<file path="src/rtl/cache_pkg.sv">
// -----------------------------------------------------------------------------
// cache_pkg
// Shared definitions for the direct-mapped cache and its refill controller:
// default geometry, byte-address field offsets and the refill FSM state type.
// No ports (package).
// -----------------------------------------------------------------------------
package cache_pkg;

    // Default cache geometry.
    localparam int DEF_DATA_WIDTH = 32;
    localparam int DEF_ADDR_WIDTH = 32;
    localparam int DEF_SET_BITS   = 3;
    localparam int DEF_WORD_BITS  = 2;

    // Byte address layout: [tag | index | word | byte offset].
    localparam int BYTE_OFF_BITS  = 2;
    localparam int WORD_LSB       = BYTE_OFF_BITS;
    localparam int INDEX_LSB      = WORD_LSB + DEF_WORD_BITS;
    localparam int TAG_LSB        = INDEX_LSB + DEF_SET_BITS;
    localparam int TAG_W          = DEF_ADDR_WIDTH - TAG_LSB;
    localparam int LINE_WORDS     = 1 << DEF_WORD_BITS;

    typedef enum logic [1:0] {
        ST_IDLE  = 2'd0,
        ST_FETCH = 2'd1,
        ST_DONE  = 2'd2
    } refill_state_e;

endpackage

</file>
<file path="src/rtl/cache_refill_ctrl_beat_ctr.sv">
// -----------------------------------------------------------------------------
// refill_beat_ctr
// Beat sequencing for a line refill: a loadable word counter that wraps modulo
// the line size, plus a count of beats still outstanding with a last-beat flag.
//
// Ports:
//   clk, rst   clock, synchronous active-high reset (counters to 0)
//   load_i     start a new line: beat <- start_i, remaining <- line size
//   start_i    first word slot of the line
//   adv_i      one beat accepted: beat increments (wrapping), remaining drops
//   beat_o     current word slot
//   last_o     the current beat is the final one of the line
// -----------------------------------------------------------------------------
module refill_beat_ctr #(
    parameter int WORD_BITS = 2
) (
    input  logic                 clk,
    input  logic                 rst,
    input  logic                 load_i,
    input  logic [WORD_BITS-1:0] start_i,
    input  logic                 adv_i,
    output logic [WORD_BITS-1:0] beat_o,
    output logic                 last_o
);

    // One extra bit so the full line count (2^WORD_BITS) is representable.
    localparam int CNT_W = WORD_BITS + 1;
    localparam logic [CNT_W-1:0] LINE_BEATS = CNT_W'(1 << WORD_BITS);

    logic [WORD_BITS-1:0] beat_q, beat_d;
    logic [CNT_W-1:0]     left_q, left_d;

    always_comb begin
        beat_d = beat_q;
        left_d = left_q;
        if (load_i) begin
            beat_d = start_i;
            left_d = LINE_BEATS;
        end else if (adv_i) begin
            // Natural overflow of the WORD_BITS-wide sum gives the wrap.
            beat_d = beat_q + WORD_BITS'(1);
            left_d = left_q - CNT_W'(1);
        end
    end

    always_ff @(posedge clk) begin
        if (rst) begin
            beat_q <= '0;
            left_q <= '0;
        end else begin
            beat_q <= beat_d;
            left_q <= left_d;
        end
    end

    assign beat_o = beat_q;
    assign last_o = (left_q == CNT_W'(1));

endmodule

</file>
<file path="src/rtl/cache_refill_ctrl.sv">
// -----------------------------------------------------------------------------
// cache_refill_ctrl
// Miss handler behind the direct-mapped cache. On a miss it stalls the CPU,
// reads the whole line from data memory one word per handshake, writes every
// word into the cache arrays, then pulses fill_done_o so the valid bit is set
// and the stalled access replays as a hit.
//
// Build option: define CACHE_CRITICAL_WORD_FIRST_EN to start the refill at the
// missing word (wrapping); otherwise the line is fetched from word 0 upward.
//
// Ports:
//   clk, rst      clock, synchronous active-high reset (aborts a refill)
//   miss_i        cache lookup missed this cycle (sampled only in IDLE)
//   addr_i        byte address of the missing access
//   stall_o       hold the CPU pipeline
//   mem_req_o     memory read request
//   mem_addr_o    word-aligned memory read address
//   mem_valid_i   memory read data valid (ignored outside FETCH)
//   mem_rdata_i   memory read data
//   fill_we_o     cache array write enable
//   fill_index_o  set being filled
//   fill_word_o   word slot being written
//   fill_tag_o    tag written with the line
//   fill_data_o   word written
//   fill_done_o   line complete, set the valid bit
// -----------------------------------------------------------------------------
import cache_pkg::*;

module cache_refill_ctrl #(
    parameter int DATA_WIDTH = DEF_DATA_WIDTH,
    parameter int ADDR_WIDTH = DEF_ADDR_WIDTH,
    parameter int SET_BITS   = DEF_SET_BITS,
    parameter int WORD_BITS  = DEF_WORD_BITS
) (
    input  logic                                    clk,
    input  logic                                    rst,
    input  logic                                    miss_i,
    input  logic [ADDR_WIDTH-1:0]                   addr_i,
    output logic                                    stall_o,
    output logic                                    mem_req_o,
    output logic [ADDR_WIDTH-1:0]                   mem_addr_o,
    input  logic                                    mem_valid_i,
    input  logic [DATA_WIDTH-1:0]                   mem_rdata_i,
    output logic                                    fill_we_o,
    output logic [SET_BITS-1:0]                     fill_index_o,
    output logic [WORD_BITS-1:0]                    fill_word_o,
    output logic [ADDR_WIDTH-SET_BITS-WORD_BITS-3:0] fill_tag_o,
    output logic [DATA_WIDTH-1:0]                   fill_data_o,
    output logic                                    fill_done_o
);

    localparam int IDX_LSB       = WORD_LSB + WORD_BITS;
    localparam int TAG_FIELD_LSB = IDX_LSB + SET_BITS;
    localparam int LINE_TAG_W    = ADDR_WIDTH - TAG_FIELD_LSB;

    refill_state_e           state_q, state_d;
    logic [LINE_TAG_W-1:0]   tag_q, tag_d;
    logic [SET_BITS-1:0]     index_q, index_d;

    logic                    ctr_load;
    logic                    ctr_adv;
    logic [WORD_BITS-1:0]    start_word;
    logic [WORD_BITS-1:0]    beat;
    logic                    last_beat;

`ifdef CACHE_CRITICAL_WORD_FIRST_EN
    assign start_word = addr_i[WORD_LSB +: WORD_BITS];
`else
    assign start_word = '0;
`endif

    // Byte offset never matters, and the word field is only consumed when the
    // critical word is fetched first.
    logic unused_addr_bits;
    assign unused_addr_bits = ^{addr_i[WORD_LSB +: WORD_BITS], addr_i[WORD_LSB-1:0]};

    refill_beat_ctr #(
        .WORD_BITS (WORD_BITS)
    ) u_beat_ctr (
        .clk     (clk),
        .rst     (rst),
        .load_i  (ctr_load),
        .start_i (start_word),
        .adv_i   (ctr_adv),
        .beat_o  (beat),
        .last_o  (last_beat)
    );

    always_ff @(posedge clk) begin
        if (rst) begin
            state_q <= ST_IDLE;
            tag_q   <= '0;
            index_q <= '0;
        end else begin
            state_q <= state_d;
            tag_q   <= tag_d;
            index_q <= index_d;
        end
    end

    always_comb begin
        state_d      = state_q;
        tag_d        = tag_q;
        index_d      = index_q;
        ctr_load     = 1'b0;
        ctr_adv      = 1'b0;
        stall_o      = 1'b0;
        mem_req_o    = 1'b0;
        mem_addr_o   = '0;
        fill_we_o    = 1'b0;
        fill_index_o = '0;
        fill_word_o  = '0;
        fill_tag_o   = '0;
        fill_data_o  = '0;
        fill_done_o  = 1'b0;

        case (state_q)
            ST_IDLE: begin
                // Stall in the miss cycle itself so the CPU never advances.
                stall_o = miss_i;
                if (miss_i) begin
                    tag_d    = addr_i[TAG_FIELD_LSB +: LINE_TAG_W];
                    index_d  = addr_i[IDX_LSB +: SET_BITS];
                    ctr_load = 1'b1;
                    state_d  = ST_FETCH;
                end
            end

            ST_FETCH: begin
                stall_o      = 1'b1;
                mem_req_o    = 1'b1;
                mem_addr_o   = {tag_q, index_q, beat, {WORD_LSB{1'b0}}};
                fill_index_o = index_q;
                fill_tag_o   = tag_q;
                // Data passes straight through so zero-wait memory costs
                // exactly one cycle per beat.
                if (mem_valid_i) begin
                    fill_we_o   = 1'b1;
                    fill_data_o = mem_rdata_i;
                    fill_word_o = beat;
                    ctr_adv     = 1'b1;
                    if (last_beat) begin
                        state_d = ST_DONE;
                    end
                end
            end

            ST_DONE: begin
                // Stall drops here: the replayed access hits this cycle.
                fill_done_o  = 1'b1;
                fill_index_o = index_q;
                fill_tag_o   = tag_q;
                state_d      = ST_IDLE;
            end

            default: begin
                state_d = ST_IDLE;
            end
        endcase
    end

endmodule
</file>
<file path="config.mk">
export PLATFORM = sky130hd
export DESIGN_NAME = cache_refill_ctrl
export DESIGN_NICKNAME = d
export VERILOG_FILES = /design/src/rtl/cache_pkg.sv /design/src/rtl/cache_refill_ctrl_beat_ctr.sv /design/src/rtl/cache_refill_ctrl.sv
export SDC_FILE = /design/constraint.sdc
export NUM_CORES = 1
export LEC_CHECK = 0
export ABC_AREA = 1
export CAP_MARGIN = 10
export CORE_MARGIN = 1
export CORE_UTILIZATION = 37
export DETAILED_ROUTE_END_ITERATION = 7
export PLACE_DENSITY = 0.93
export SETUP_SLACK_MARGIN = 0.4
export SLEW_MARGIN = 20
export SYNTH_ARGS = -nofsm -noshare
export SYNTH_HDL_FRONTEND = slang
export SYNTH_SLANG_ARGS = --single-unit
</file>
<file path="constraint.sdc">
create_clock -name clk -period 3.4 [get_ports clk]
set_input_delay 0.68 -clock clk [delete_from_list [all_inputs] [get_ports clk]]
set_output_delay 0.68 -clock clk [all_outputs]
set_load 0.03 [all_outputs]
</file>
### After elaboration in Yosys (flattened, before gate mapping)

Index checks and enable logic that the tools add are counted.

| word-level totals | value |
|---|---|
| bits of input ports | 68 |
| register bits after elaboration | 35 |

| operators by class | value |
|---|---|
| add/sub/neg operators | 2 |
| reduce and logical (&&, ||, !) cells | 6 |
| multiplexer cells | 20 |
| equality and inequality tests | 6 |

Operators with widths:

| cell | number |
|---|---|
| $mux 32 | 3 |
| $mux 25 | 1 |
| $mux 2 | 5 |
| $mux 3 | 3 |
| $mux 1 | 6 |
| $ne 2x2->1 const B | 3 |
| $pmux 2 s2 | 1 |
| $reduce_or 2->1 | 2 |
| $eq 3x1->1 const B | 1 |
| $reduce_and 3->1 | 1 |
| $sub 3x1->3 const B | 1 |
| $add 2x1->2 const B | 1 |
| $eq 2x1->1 const B | 1 |
| $eq 2x2->1 const B | 1 |
| $logic_not 2->1 | 1 |
| $pmux 1 s2 | 1 |
| $reduce_and 2->1 | 1 |
| $reduce_bool 2->1 | 1 |

### Longest topological paths before layout

Gate-level depths: netlist of run 1.

| logic depth | value |
|---|---|
| word-level depth | 4 |
| gate-level depth with buffers | 10 |

### Cells and area by module

Synthesis of run 1 repeated with hierarchy kept, for this count alone.

| unflattened totals | value |
|---|---|
| cell total of the unflattened synthesis | 393 |
| area total of the unflattened synthesis | 2280.9 um2 |

By module, submodules not included:

| module | seq. area each (um2) | area each (um2) | cells each | times used |
|---|---|---|---|---|
| cache_refill_ctrl | 600.6 | 2001.9 | 348 | 1 |
| refill_beat_ctr | 100.1 | 279.0 | 45 | 1 |

### Worst setup path after synthesis of run 1

OpenSTA, ideal clock, no wires.

| timing path | value |
|---|---|
| path kind | reg2out |
| start point | register state_q[1] |
| end point | output fill_data_o[12] |
| data required time | 2.720 ns |
| arrival | 1.588 ns |
| stages on the path, launching flop included | 6 |
| slack | 1.132 ns |
| cells stage by stage | dfxtp_1 inv_1 ha_1 nand2_2 buf_4 nor2_1 |

| on the way | value |
|---|---|
| longest elaborated chain between the ends | 2 |

RTL lines:

| element | RTL line | text |
|---|---|---|
| start, declared | cache_refill_ctrl.sv:56 | `refill_state_e state_q, state_d;` |
| start signal, assigned | cache_refill_ctrl.sv:95 | `state_q <= state_d;` |
| $eq 2x1->1 | cache_refill_ctrl.sv:117 | `case (state_q)` |
| $mux 32 | cache_refill_ctrl.sv:117 |  |
| end, declared | cache_refill_ctrl.sv:48 | `output logic [DATA_WIDTH-1:0] fill_data_o,` |

No other way between the ends.

### Worst setup path in the final report of run 1

| timing path | value |
|---|---|
| start point | input mem_valid_i |
| end point | output fill_we_o |

| on the way | value |
|---|---|
| longest elaborated chain between the ends | 2 |

RTL lines:

| element | RTL line | text |
|---|---|---|
| start, declared | cache_refill_ctrl.sv:42 | `input logic mem_valid_i,` |
| $mux 1 | cache_refill_ctrl.sv:137 | `if (mem_valid_i) begin` |
| $mux 1 | cache_refill_ctrl.sv:117 |  |
| end, declared | cache_refill_ctrl.sv:44 | `output logic fill_we_o,` |

No other way between the ends.

==> key figures, run 1 <==
Clock network
  • # resized after CTS: 35
  • TritonCTS buffer count: 5
  • Reg clk slew, reported paths: around 70 ps
  • Clock tree buffer depth: 2
  • Clock Latency Late Sink: 280 ps
  • Root Driver: clkbuf_8
  • Post-CTS Setup Bufs: 0
  • Post-CTS Hold Buffers: 0
  • Htree depth: 2
  • Sink Count: 35
  • CTS tree: done

Yosys
  • Synth Cell Area: approximately 0.0022 sq mm
  • Adder-Cell Fraction of Synth Area: 0.0395
  • Post-synthesis mux area share: 0
  • Main area contributors after synthesis: dfxtp_1 (32%), inv_1 (18%), nor2_1 (16%)
  • Complex-gate fraction of the synthesized area: 0.0710
  • Sequential share of the synthesized area: 0.316
  • Synth top area share: 0.316
  • Main synth FF type: dfxtp_1
  • Synth cell count leaders: inv_1 (104), nor2_1 (96), nand2_1 (71)
  • Ys Warns: 0
  • Yosys cell types: 23
  • Syn_area_per_cell: between 5 and 6 sq um
  • Count leader, synth: inv_1
  • Leading area contributor after synthesis: dfxtp_1
  • Flops & latches, synth: 35
  • Cells after Synth: ~380
  • Largest family of logic cells by synthesized area: simple AND/OR/NAND/NOR gates
  • Number of flops mapped to enable cells by yosys: 0
  • Post-Synth Simple-Gate Area: 0.324
  • Synth Area in XOR/XNOR: 0
  • Ys async rst share: 0

Detailed routing
  • TritonRoute pass-1 iters: 6
  • Final wirelength: roughly 6600 um
  • Via count: between 2000 and 3000
  • DR vias/cell: 4.29
  • DRC violations left: 0
  • DR WL/cell: between 10 and 15 um
  • Post-route ant nets: 0
  • DR iter-0 viols: 64

Floorplan
  • # rows: 27
  • Die area: approximately 0.0063 sq mm
  • Num ports: 166
  • Die Wd: 79.5 um
  • Starting Density: 0.393
  • Core Footprint: ~0.0056 sq mm
  • Die height: between 70 and 80 um

Pwr
  • Clock group share of total power: 0.103
  • Pwr dens: about 700 mW/mm^2
  • Power Internal: ~1.4 mW
  • P_leak: 2.42 nW
  • Sw Ratio: 0.500
  • Comb power frac: 0.671
  • Sequential share of power: 0.226
  • Max VDD drop: between 0.4 and 0.5 mV
  • Switching power: 1.36 mW

Global route
  • Vias in the first global route: about 2400
  • GRT overflow: 0
  • Total GRT Usage: 0.209
  • Pin count of the biggest net entering global routing: 35
  • First-pass GRT wire length: a little over 10000 um
  • Antenna violations before repair: 0

STA
  • Final Hold Viols: 0
  • Period utilization: 0.826
  • Period minus WS final: between 2000 and 3000 ps
  • Worst Skew: around 4.5 ps
  • Final setup viols: 0
  • Fmax: ~360 MHz
  • Pins Over Slew Limit: 0
  • RSZ-0062 raised after global routing: false
  • Setup TNS: 0 ps

Finish
  • Layout cell share with drive strength beyond 1: 0.0449
  • Fillers: approximately 490
  • Cell area after layout: 0.00388 sq mm
  • Fin nets: slightly above 600
  • Antenna diode count: 0
  • Syn-to-layout area delta: 75.0%

Place
  • Placed cell areas: 0.00382 sq mm
  • GPL Wtd Cong: ~0.75
  • Post-DP HPWL: 5270 um
  • Port bufs: 159

Critical path
  • Required @ worst endpoint: roughly 2700 ps
  • Crit-path cells: clkdlybuf4s50_1 -> nand2_4 -> inv_6 -> clkdlybuf4s50_1
  • Most common cell on crit path: clkdlybuf4s50_1
  • CP Capture Type: output port
  • CP max FO: 7
  • Crit-path slowest cell: clkdlybuf4s50_1
  • CP arrival: between 2000 and 2500 ps
  • Crit start category: input pin
  • Crit path largest cell delay: approximately 670 ps
  • Setup CP Type: input pin to output port

Run
  • Max_cap viols: 0

Hold path
  • HP Class: flop to flop

Status
  • Status: finished, final reports clean
## metrics by stage
step                      hold WS (ps)   util  setup WS [ps]  cells  power (mW)
final                              504  0.689            590    607        2.72
after global routing               525  0.689            480    607        2.93
after CTS                          506  0.684            458    607        2.73
after detailed placement           497  0.676            311    599        2.47
after global placement             477  0.676            315    599        2.44
after floorplan                    461      -           1130    383        1.80
## metal layers
metal	up-vias	track usage	routed length, um
met2	104	0.428	3520
met1	1130	0.199	2410
li1	1362	-	-
met5	-	0	0
met4	0	0.0655	53
met3	6	0.0491	594
## layout make-up
cell class	count	area, sq um	area share
repair buffers	164	1620	0.416
clock buffers	7	76.3	0.0196
inverters	108	413	0.106
flip-flops and latches	35	701	0.180
clock inverters	1	5.00	0.00129
multi-input cells	220	983	0.253
well taps	72	90.1	0.0232
## worst max-delay path: cells and delay by family
kind	cells	cell delay, ps
simple gates	1	100
buf+inv	3	1340
## placed cells by master (no fill, tap or decap), drive strengths merged, types with 2 or more instances in the layout
master           n
clkdlybuf4s50  118
inv            108
nor2            97
nand2           77
dfxtp           35
dlygate4sd2     34
o21ai           28
dlymetal6s2s     7
ha               7
clkbuf           7
nand3            5
buf              5
a21oi            2
conb             2
## final timing paths
check / end / from / slack [ps] / cells after the start
setup / recovery: fill_we_o / mem_valid_i / 590 / 4
hold reg to reg: tag_q[11] / tag_q[11] / 500 / 2
hold / removal: tag_q[11] / tag_q[11] / 500 / 2
setup reg to reg: tag_q[10] / state_q[0] / 1810 / 7
## cell families (layout without fill, tap and decap cells)
group / Yosys count / after routing
and+or+nand+nor: 180 / 180
buffers and inverters: 128 / 280
DFF: 35 / 35
AOI/OAI and AO/OA: 31 / 31
adders and majority gates: 7 / 7
other: 1 / 2
## power groups by stage
| stage | Clock, mW | Combinational [mW] | Sequential (mW) |
|---|---|---|---|
| finish | 0.280 | 1.82 | 0.613 |
| global route | 0.309 | 1.99 | 0.632 |
| CTS | 0.291 | 1.82 | 0.613 |
| detailed placement | 0 | 1.85 | 0.621 |
| global placement | 0 | 1.82 | 0.615 |
| floorplan | 0 | 1.20 | 0.597 |
## registers in the layout, indices dropped and copies added, names as in the netlist
name / count
state_q: 2
tag_q: 25
u_beat_ctr.left_q: 3
index_q: 3
u_beat_ctr.beat_o: 2
(Power assumes the default switching activity.)
==> run 2, diff against run 1 <==
Settings changed: CORE_UTILIZATION 37 to 31, PLACE_DENSITY 0.93 to 0.83.
Clock period 3.4 ns to 2.45 ns, I/O delays scaled along.
==> key figures, run 2 (same netlist as run 1, synthesis figures left out) <==
Clock network
  • Clock tree buffer depth: 2 (unchanged)
  • Sink Count: 35 (unchanged)
  • TritonCTS buffer count: 5 (unchanged)
  • Htree depth: 2 (unchanged)
  • Root Driver: clkbuf_8 (unchanged)
  • Post-CTS Setup Bufs: 0 (unchanged)
  • Post-CTS Hold Buffers: 0 (unchanged)
  • Clock Latency Late Sink: 280 ps (about the same)
  • Reg clk slew, reported paths: 70 ps (about the same)
  • CTS tree: done (unchanged)

Finish
  • Commonest cells after routing, fill and taps aside: inv_1 (102), nor2_1 (95), buf_4 (94) (was clkdlybuf4s50_1 (118), inv_1 (104), nor2_1 (96))
  • Largest reg by FF count: tag_q (unchanged)
  • Fillers: 645 (was 492)
  • Syn-to-layout area delta: 72.3% (was 75.0%)
  • Layout cell share with drive strength beyond 1: 0.236 (was 0.0449)
  • Commonest non-fill, non-tap cell in the layout: inv_1 (was clkdlybuf4s50_1)
  • Fin nets: 611 (was 609)
  • Antenna diode count: 0 (unchanged)
  • Layout Cells excl Fill: 633 (was 607)
  • Max reg flops: 25 (unchanged)
  • Largest registers: tag_q x25, index_q x3, u_beat_ctr.left_q x3 (unchanged)

Critical path
  • Required @ worst endpoint: 1960 ps (was 2720 ps)
  • Crit-path cells: clkdlybuf4s50_1 -> nand2_2 -> nand2_1 -> buf_4 (was clkdlybuf4s50_1 -> nand2_4 -> inv_6 -> clkdlybuf4s50_1)
  • Crit path largest cell delay: 520 ps (was 670 ps)
  • Crit start category: input pin (unchanged)
  • CP Capture Type: output port (unchanged)
  • Crit-path slowest cell: clkdlybuf4s50_1 (unchanged)
  • CP max FO: 11 (was 7)
  • Reg2Reg Setup Slack: 1050 ps (was 1810 ps)
  • Setup CP Type: input pin to output port (unchanged)
  • CP arrival: 1480 ps (was 2130 ps)

Status
  • Status: finished, final reports clean (unchanged)

STA
  • Final setup viols: 0 (unchanged)
  • Pins Over Slew Limit: 0 (unchanged)
  • Setup TNS: 0 ps (unchanged)
  • Period utilization: 0.803
  • Period minus WS final: a little under 2000 ps
  • Worst Skew: 2.64 ps (was 4.53 ps)
  • Final Hold Viols: 0 (unchanged)
  • RSZ-0062 raised after global routing: false (unchanged)
  • Fmax: 508 MHz

Detailed routing
  • DR iter-0 viols: 83 (was 64)
  • TritonRoute pass-1 iters: 4 (was 6)
  • Final wirelength: 6940 um (was 6580 um)
  • DRC violations left: 0 (unchanged)
  • Post-route ant nets: 0 (unchanged)
  • DR vias/cell: 4.15 (was 4.29)
  • DR WL/cell: 11.0 um (was 10.8 um)
  • Via count: 2630 (was 2602)

Floorplan
  • Die Wd: 86.6 um (was 79.5 um)
  • Core Footprint: 0.00687 sq mm (was 0.00564 sq mm)
  • Starting Density: 0.323 (was 0.393)
  • Die height: 86.6 um (was 79.5 um)
  • Die area: 0.00750 sq mm (was 0.00631 sq mm)
  • Num ports: 166 (unchanged)
  • # rows: 30 (was 27)

Global route
  • GRT overflow: 0 (unchanged)
  • Antenna violations before repair: 0 (unchanged)
  • Total GRT Usage: 0.171 (was 0.209)
  • Pin count of the biggest net entering global routing: 35 (unchanged)
  • Vias in the first global route: 2251 (was 2352)
  • First-pass GRT wire length: 10100 um (was 10300 um)

Place
  • GPL Wtd Cong: 0.698 (was 0.747)
  • Placed insts: 624 (was 599)
  • Port bufs: 159 (unchanged)
  • Post-DP HPWL: 5390 um (was 5270 um)

Hold path
  • HP Class: flop to flop (unchanged)

Pwr
  • Pwr dens: 1030 mW/mm^2 (was 699 mW/mm^2)
  • Max VDD drop: 0.466 mV (was 0.452 mV)
  • P_leak: 2.36 nW (was 2.42 nW)

Run
  • Max_cap viols: 0 (unchanged)
-- run 2: changes by cell type in the layout (fill, tap and decap cells not counted), moves of 4 or more --
cell,before,now
buf_12,1,5
buf_4,4,94
clkdlybuf4s50_1,118,62
dlygate4sd2_1,34,3
dlymetal6s2s_1,7,0
-- run 2: path summary, 6_finish.rpt --
check / start / to / cells after the start
worst max register to register: state_q[1] / u_beat_ctr.left_q[2] / 10
worst min-delay path: u_beat_ctr.left_q[1] / u_beat_ctr.left_q[1] / 2
worst max-delay path: miss_i / stall_o / 4
worst min register to register: u_beat_ctr.left_q[1] / u_beat_ctr.left_q[1] / 2
-- run 2: routing by layer --
metal / track usage / up-vias / part of all wire
met5: 0 / - / 0
met1: 0.165 / 1145 / 0.37
met3: 0.0495 / 6 / 0.084
met2: 0.343 / 108 / 0.53
li1: - / 1371 / -
met4: 0.0545 / 0 / 0.012
-- run 2: report_power, final --
group          internal [mW]  total [mW]  switching (mW)
Combinational           1.03        2.69            1.66
Clock                  0.200       0.401           0.201
Sequential             0.737       0.866           0.129
-- run 2: repair_timing --
| item | in CTS | in global routing |
|---|---|---|
| resized for setup | 11 | 11 |
| pin swaps | 0 | 1 |
| gates cloned | 0 | 1 |
| setup endpoints to repair | 65 | 75 |
-- run 2: critical path, delay by kind of cell --
family	cells	cell delay, ps
buf+inv	2	680
simple gates	2	300
-- run 2: area by class of cell --
| cell class | instances | area (sq um) | area share |
|---|---|---|---|
| tap | 96 | 120 | 0.0314 |
| inverter | 108 | 413 | 0.108 |
| multi-input combinational | 220 | 1010 | 0.265 |
| clock inverter | 1 | 5.00 | 0.00131 |
| clock buffer | 7 | 76.3 | 0.0200 |
| timing repair buffer | 166 | 1490 | 0.389 |
| sequential | 35 | 706 | 0.185 |
-- run 2: stage by stage --
stage	hold WS [ps]	worst slack (ps)	area (sq um)	power (mW)	utilization
2_1_floorplan	461	372	2220	2.50	-
3_3_place_gp	473	189	3640	3.25	0.530
3_5_place_dp	497	177	3640	3.30	0.530
4_1_cts	507	331	3760	3.78	0.547
5_1_grt	528	388	3820	4.26	0.557
6_report	503	481	3820	3.96	0.557
